### src/rtl/fetch_controller.sv
// fetch_controller: sequential instruction fetch into a 2-entry prefetch FIFO.
// A redirect flushes the buffer and restarts fetch at redirect_pc.
// Optional halt detection is compiled in with the macro FETCH_HALT_DETECT_EN.
// When it is defined, fetching stops after HALT_WORD has been pushed and only
// a redirect restarts it.
module fetch_controller #(
    parameter logic [9:0]  RESET_PC  = 10'd0,
    parameter logic [15:0] HALT_WORD = 16'hFFFF
) (
    input  logic        clk,
    input  logic        rst_n,
    output logic [9:0]  imem_addr,
    input  logic [15:0] imem_instr,
    input  logic        redirect_valid,
    input  logic [9:0]  redirect_pc,
    output logic        instr_valid,
    input  logic        instr_ready,
    output logic [15:0] instr,
    output logic [9:0]  instr_pc,
    output logic        halted
);

    localparam int DEPTH = 2;

    logic [9:0]  fetch_pc_reg, fetch_pc_next;
    logic [1:0]  count_reg, count_next;
    logic        wr_ptr_reg, wr_ptr_next;
    logic        rd_ptr_reg, rd_ptr_next;
    logic [25:0] entry_q [DEPTH];   // {pc, instr} per FIFO slot
    logic        pop;
    logic        push;
    logic        run_active;

    assign instr_valid = (count_reg != 2'd0);
    // Pop only happens with a valid head, so an empty FIFO is never popped.
    assign pop         = instr_valid & instr_ready;
    // A full FIFO only accepts a push when the head leaves in the same cycle.
    assign push        = run_active & ~redirect_valid & ((count_reg != 2'd2) | pop);

    assign imem_addr           = fetch_pc_reg;
    assign {instr_pc, instr}   = entry_q[rd_ptr_reg];

`ifdef FETCH_HALT_DETECT_EN
    typedef enum logic {
        st_run  = 1'b0,
        st_halt = 1'b1
    } state_t;

    state_t state_reg, state_next;

    // Next state: redirect always restarts fetch and beats halt detection.
    always_comb begin
        state_next = state_reg;
        if (redirect_valid) begin
            state_next = st_run;
        end else if (push && (imem_instr == HALT_WORD)) begin
            state_next = st_halt;
        end
    end

    // State register.
    always_ff @(posedge clk or negedge rst_n) begin
        if (!rst_n) begin
            state_reg <= st_run;
        end else begin
            state_reg <= state_next;
        end
    end

    assign run_active = (state_reg == st_run);
    assign halted     = (state_reg == st_halt);
`else
    // Without halt detection the halt encoding is an ordinary instruction.
    logic [15:0] unused_halt_word;
    assign unused_halt_word = HALT_WORD;
    assign run_active       = 1'b1;
    assign halted           = 1'b0;
`endif

    // Next-state for fetch pointer, occupancy and FIFO pointers.
    always_comb begin
        fetch_pc_next = fetch_pc_reg;
        count_next    = count_reg;
        wr_ptr_next   = wr_ptr_reg;
        rd_ptr_next   = rd_ptr_reg;
        if (redirect_valid) begin
            // Flush: a head handshaken this cycle is simply dropped from the
            // buffer, which is what delivering it means here.
            fetch_pc_next = redirect_pc;
            count_next    = 2'd0;
            wr_ptr_next   = 1'b0;
            rd_ptr_next   = 1'b0;
        end else begin
            if (push) begin
                wr_ptr_next   = ~wr_ptr_reg;
                fetch_pc_next = fetch_pc_reg + 10'd1;   // wraps 1023 -> 0
            end
            if (pop) begin
                rd_ptr_next = ~rd_ptr_reg;
            end
            case ({push, pop})
                2'b10:   count_next = count_reg + 2'd1;
                2'b01:   count_next = count_reg - 2'd1;
                default: count_next = count_reg;
            endcase
        end
    end

    // Control registers, cleared asynchronously by reset.
    always_ff @(posedge clk or negedge rst_n) begin
        if (!rst_n) begin
            fetch_pc_reg <= RESET_PC;
            count_reg    <= 2'd0;
            wr_ptr_reg   <= 1'b0;
            rd_ptr_reg   <= 1'b0;
        end else begin
            fetch_pc_reg <= fetch_pc_next;
            count_reg    <= count_next;
            wr_ptr_reg   <= wr_ptr_next;
            rd_ptr_reg   <= rd_ptr_next;
        end
    end

    // One register per FIFO slot; cleared on reset so the head reads as 0.
    generate
        for (genvar gi = 0; gi < DEPTH; gi++) begin : gen_entry
            logic [25:0] entry_reg;
            logic        entry_we;

            assign entry_we = push & (wr_ptr_reg == 1'(gi));

            // Capture {fetch_pc, imem_instr} when this slot is written.
            always_ff @(posedge clk or negedge rst_n) begin
                if (!rst_n) begin
                    entry_reg <= 26'd0;
                end else if (entry_we) begin
                    entry_reg <= {fetch_pc_reg, imem_instr};
                end
            end

            assign entry_q[gi] = entry_reg;
        end
    endgenerate

endmodule
### config.mk
export PLATFORM = sky130hd
export DESIGN_NAME = fetch_controller
export DESIGN_NICKNAME = d
export VERILOG_FILES = /design/src/rtl/fetch_controller.sv
export SDC_FILE = /design/constraint.sdc
export NUM_CORES = 1
export LEC_CHECK = 0
export ABC_AREA = 1
export BUFFER_PORTS_ARGS = -buffer_cell sky130_fd_sc_hd__buf_2
export CAP_MARGIN = 10
export CELL_PAD_IN_SITES_DETAIL_PLACEMENT = 0
export CELL_PAD_IN_SITES_GLOBAL_PLACEMENT = 2
export CORE_MARGIN = 1.5
export CORE_UTILIZATION = 29
export DETAILED_ROUTE_END_ITERATION = 6
export PLACE_DENSITY = 0.83
export SYNTH_ARGS = -nofsm -noshare
export SYNTH_HDL_FRONTEND = slang
export SYNTH_SLANG_ARGS = --single-unit
### constraint.sdc
create_clock -name clk -period 1.2 [get_ports clk]
set_clock_uncertainty 0.1 [all_clocks]
set_input_delay 0.06 -clock clk [delete_from_list [all_inputs] [get_ports clk]]
set_output_delay 0.06 -clock clk [all_outputs]
set_load 0.05 [all_outputs]
==> run summary <==
total CTS buffers: 9
Hold WC Path Type: in -> reg
P_int: 6100 uW
Initial Util: 30.3%
DRC violations left: 0
Worst-path clk slew: 50 ps
Setup Viol. Count Final: 92
routed wire length: 9410 um
Post-DRT Antenna Nets: 0
vias in the first global route: 3020
largest cells by area after synthesis: dfrtp_1 49%, nand2_1 19%, o21ai_2 13%
Die Span Y: 110 um
GP Congestion: 0.731
initial antenna violation count: 0
DRT met1 WL: 4260 um
synthesized area per cell: 8.58 um^2
CP Capture Type: output pin
Clock Root Buffer: clkbuf_16
wire length on met2: 4730 um
crit path time final: 1520 ps
Slew Limit Fails: 0
Crit path required time: 1040 ps
CTS H-tree lvls: 3
HPWL after DPL: 5400 um
CTS tree: built
leading area contributor after synthesis: dfrtp_1
Pleak: 0.00298 uW
CTS Buffer Depth: 2
sequential power share: 32.3%
Final Power: 9600 uW
WL met3: 315 um
CP top delay family: buffers and inverters
Comb pwr share: 41.0%
Die W: 110 um
DR vias/cell: 4.49
Syn Inst Count: 389
Ys Warns: 0
max_cap viols: 0
global-route wire length before repair: 14800 um
final hold slack: 120 ps
crit path DAT: 1360 ps
number of flip-flops under the largest register name: 52
share of layout cells above drive strength 1: 61.7%
share of the synthesized area in the top cell type: 49.5%
number of core rows: 38
antenna diode instance count: 0
crit-path max FO: 13
die area: 12200 um^2
CTS Sinks: 66
ys async rst share: 100%
total number of vias: 3087
largest net degree at the start of global routing: 67
All-Layer GR Usage: 16.2%
post-synthesis sequential area ratio: 49.5%
Finished Cell Area: 6170 um^2
Clock Latency Late Sink: 330 ps
Psw: 3500 uW
worst path buffer plus inverter count: 3
Final #Nets: 575
Tcrit/Tclk final: 127%
Pre-antenna DRT Iters: 4
VDD IR max: 0.751 mV
GR Overflow Total: 0
failing checks: negative setup slack
DR top layer: met4
core area: 11000 um^2
Worst setup SP type: flip-flop
Hold Violations, Final: 0
crit-path max cell delay: 420 ps
switch share: 36.5%
RSZ-0062 raised after global routing: yes
most frequent cells in the layout: 64 x nand2_1, 60 x nand2_4, 58 x dfrtp_1
Synth Cell Area: 3340 um^2
status: finished with violations
worst path cell trace: buf_6, buf_12, nand2_1, nand2_4, buf_8
Pwr Density: 1550 nW/um^2
Setup WS post-layout: -321 ps
Syn Nets: 420
post-layout util: 56.0%
proportion of power drawn by the clock network: 26.7%
Boundary Pins: 68
placed cell area: 4370 um^2
P&R area growth vs syn: 85.0%
synthesis-stage register bit count: 66
Max Freq: 0.657 GHz
post-synth cell types: 31
WL/cell: 13.7 um
commonest non-fill, non-tap cell in the layout: nand2_1
Buffers on Ports: 66
crit path kind: reg -> out
Top FF cell, synth: dfrtp_1
slowest CP cell: dfrtp_1
DR iter-0 viols: 101
number of synthesized flops with an enable pin: 0
==> power by group through the flow <==
stage | Sequential [uW] | Combinational (uW) | Clock, uW
floorplan | 3090 | 1990 | 0
global placement | 2980 | 2750 | 0
detailed placement | 3000 | 2780 | 0
CTS | 3020 | 3680 | 2610
global route | 3170 | 4180 | 2730
finish | 3100 | 3940 | 2560
==> layout make-up <==
type,instances,area [um^2]
clock buffers,12,246
clock inverters,3,40.0
flip-flops and latches,66,1660
repair buffers,161,1850
multi-input cells,269,2050
well taps,140,175
inverters,37,154
fillers,953,4860
==> layer usage <==
layer / track usage [%] / vias to the layer above
met5: 0 / -
met4: 4.95 / 0
met3: 3.47 / 10
met2: 27.6 / 60
met1: 20.5 / 1477
li1: - / 1540
==> worst min-delay path, stage by stage <==
cell,delay (ps)
buf_2,90
inv_1,110
buf_4,170
o21ai_2,40
a21oi_1,30
==> what timing repair did <==
action                                 CTS  global route
endpoints found under the hold margin  110             0
setup endpoints to repair               94           100
setup buffers                           16            13
cloned                                   7             3
pin swaps                               14             9
gates resized for setup                155            87
hold buffers                            30             0
==> metrics by stage <==
| step | TNS (ps) | worst slack (ps) | instances |
|---|---|---|---|
| 6_report | -23140 | -321 | 688 |
| 5_1_grt | -27170 | -354 | 688 |
| 4_1_cts | -21990 | -310 | 682 |
| 3_5_place_dp | -6190 | -147 | 614 |
| 3_3_place_gp | -6190 | -109 | 614 |
| 2_1_floorplan | -3740 | -190 | 389 |
==> logic make-up (layout without fill, tap and decap cells) <==
| family | after synthesis | count (layout) | share of synthesized area [%] |
|---|---|---|---|
| other | 1 | 1 | 0.112 |
| xor gates and xnor gates | 2 | 2 | 0.525 |
| and+or+nand+nor | 199 | 199 | 24.7 |
| buffers and inverters | 54 | 213 | 8.96 |
| DFF | 66 | 66 | 49.5 |
| adders and majority gates | 1 | 1 | 0.375 |
| AOI/OAI and AO/OA | 66 | 66 | 15.8 |
==> cells in the mapped netlist, types with 2 or more instances <==
cell type / instances
dfrtp_1: 66
nand2_8: 2
nand2_1: 171
a21oi_1: 3
nor2_1: 7
o21ai_0: 7
buf_4: 2
o21ai_1: 2
nand3_1: 12
buf_2: 2
buf_6: 9
o21ai_2: 51
o211ai_1: 2
inv_1: 34
clkbuf_1: 3
==> worst paths after layout <==
kind                                            start                    endpoint  slack (ps)  cells past startpoint
setup / recovery                           rd_ptr_reg                   instr[12]        -320                      5
hold / removal                         redirect_valid                  rd_ptr_reg         120                      5
setup reg to reg                         count_reg[0]   gen_entry[0].entry_reg[7]        -300                     10
hold reg to reg            gen_entry[1].entry_reg[11]  gen_entry[1].entry_reg[11]         380                      2
max in group asynchronous                       rst_n                imem_addr[5]         490                      3
min in group asynchronous                       rst_n   gen_entry[1].entry_reg[4]         170                      3
(Power assumes the default switching activity.)
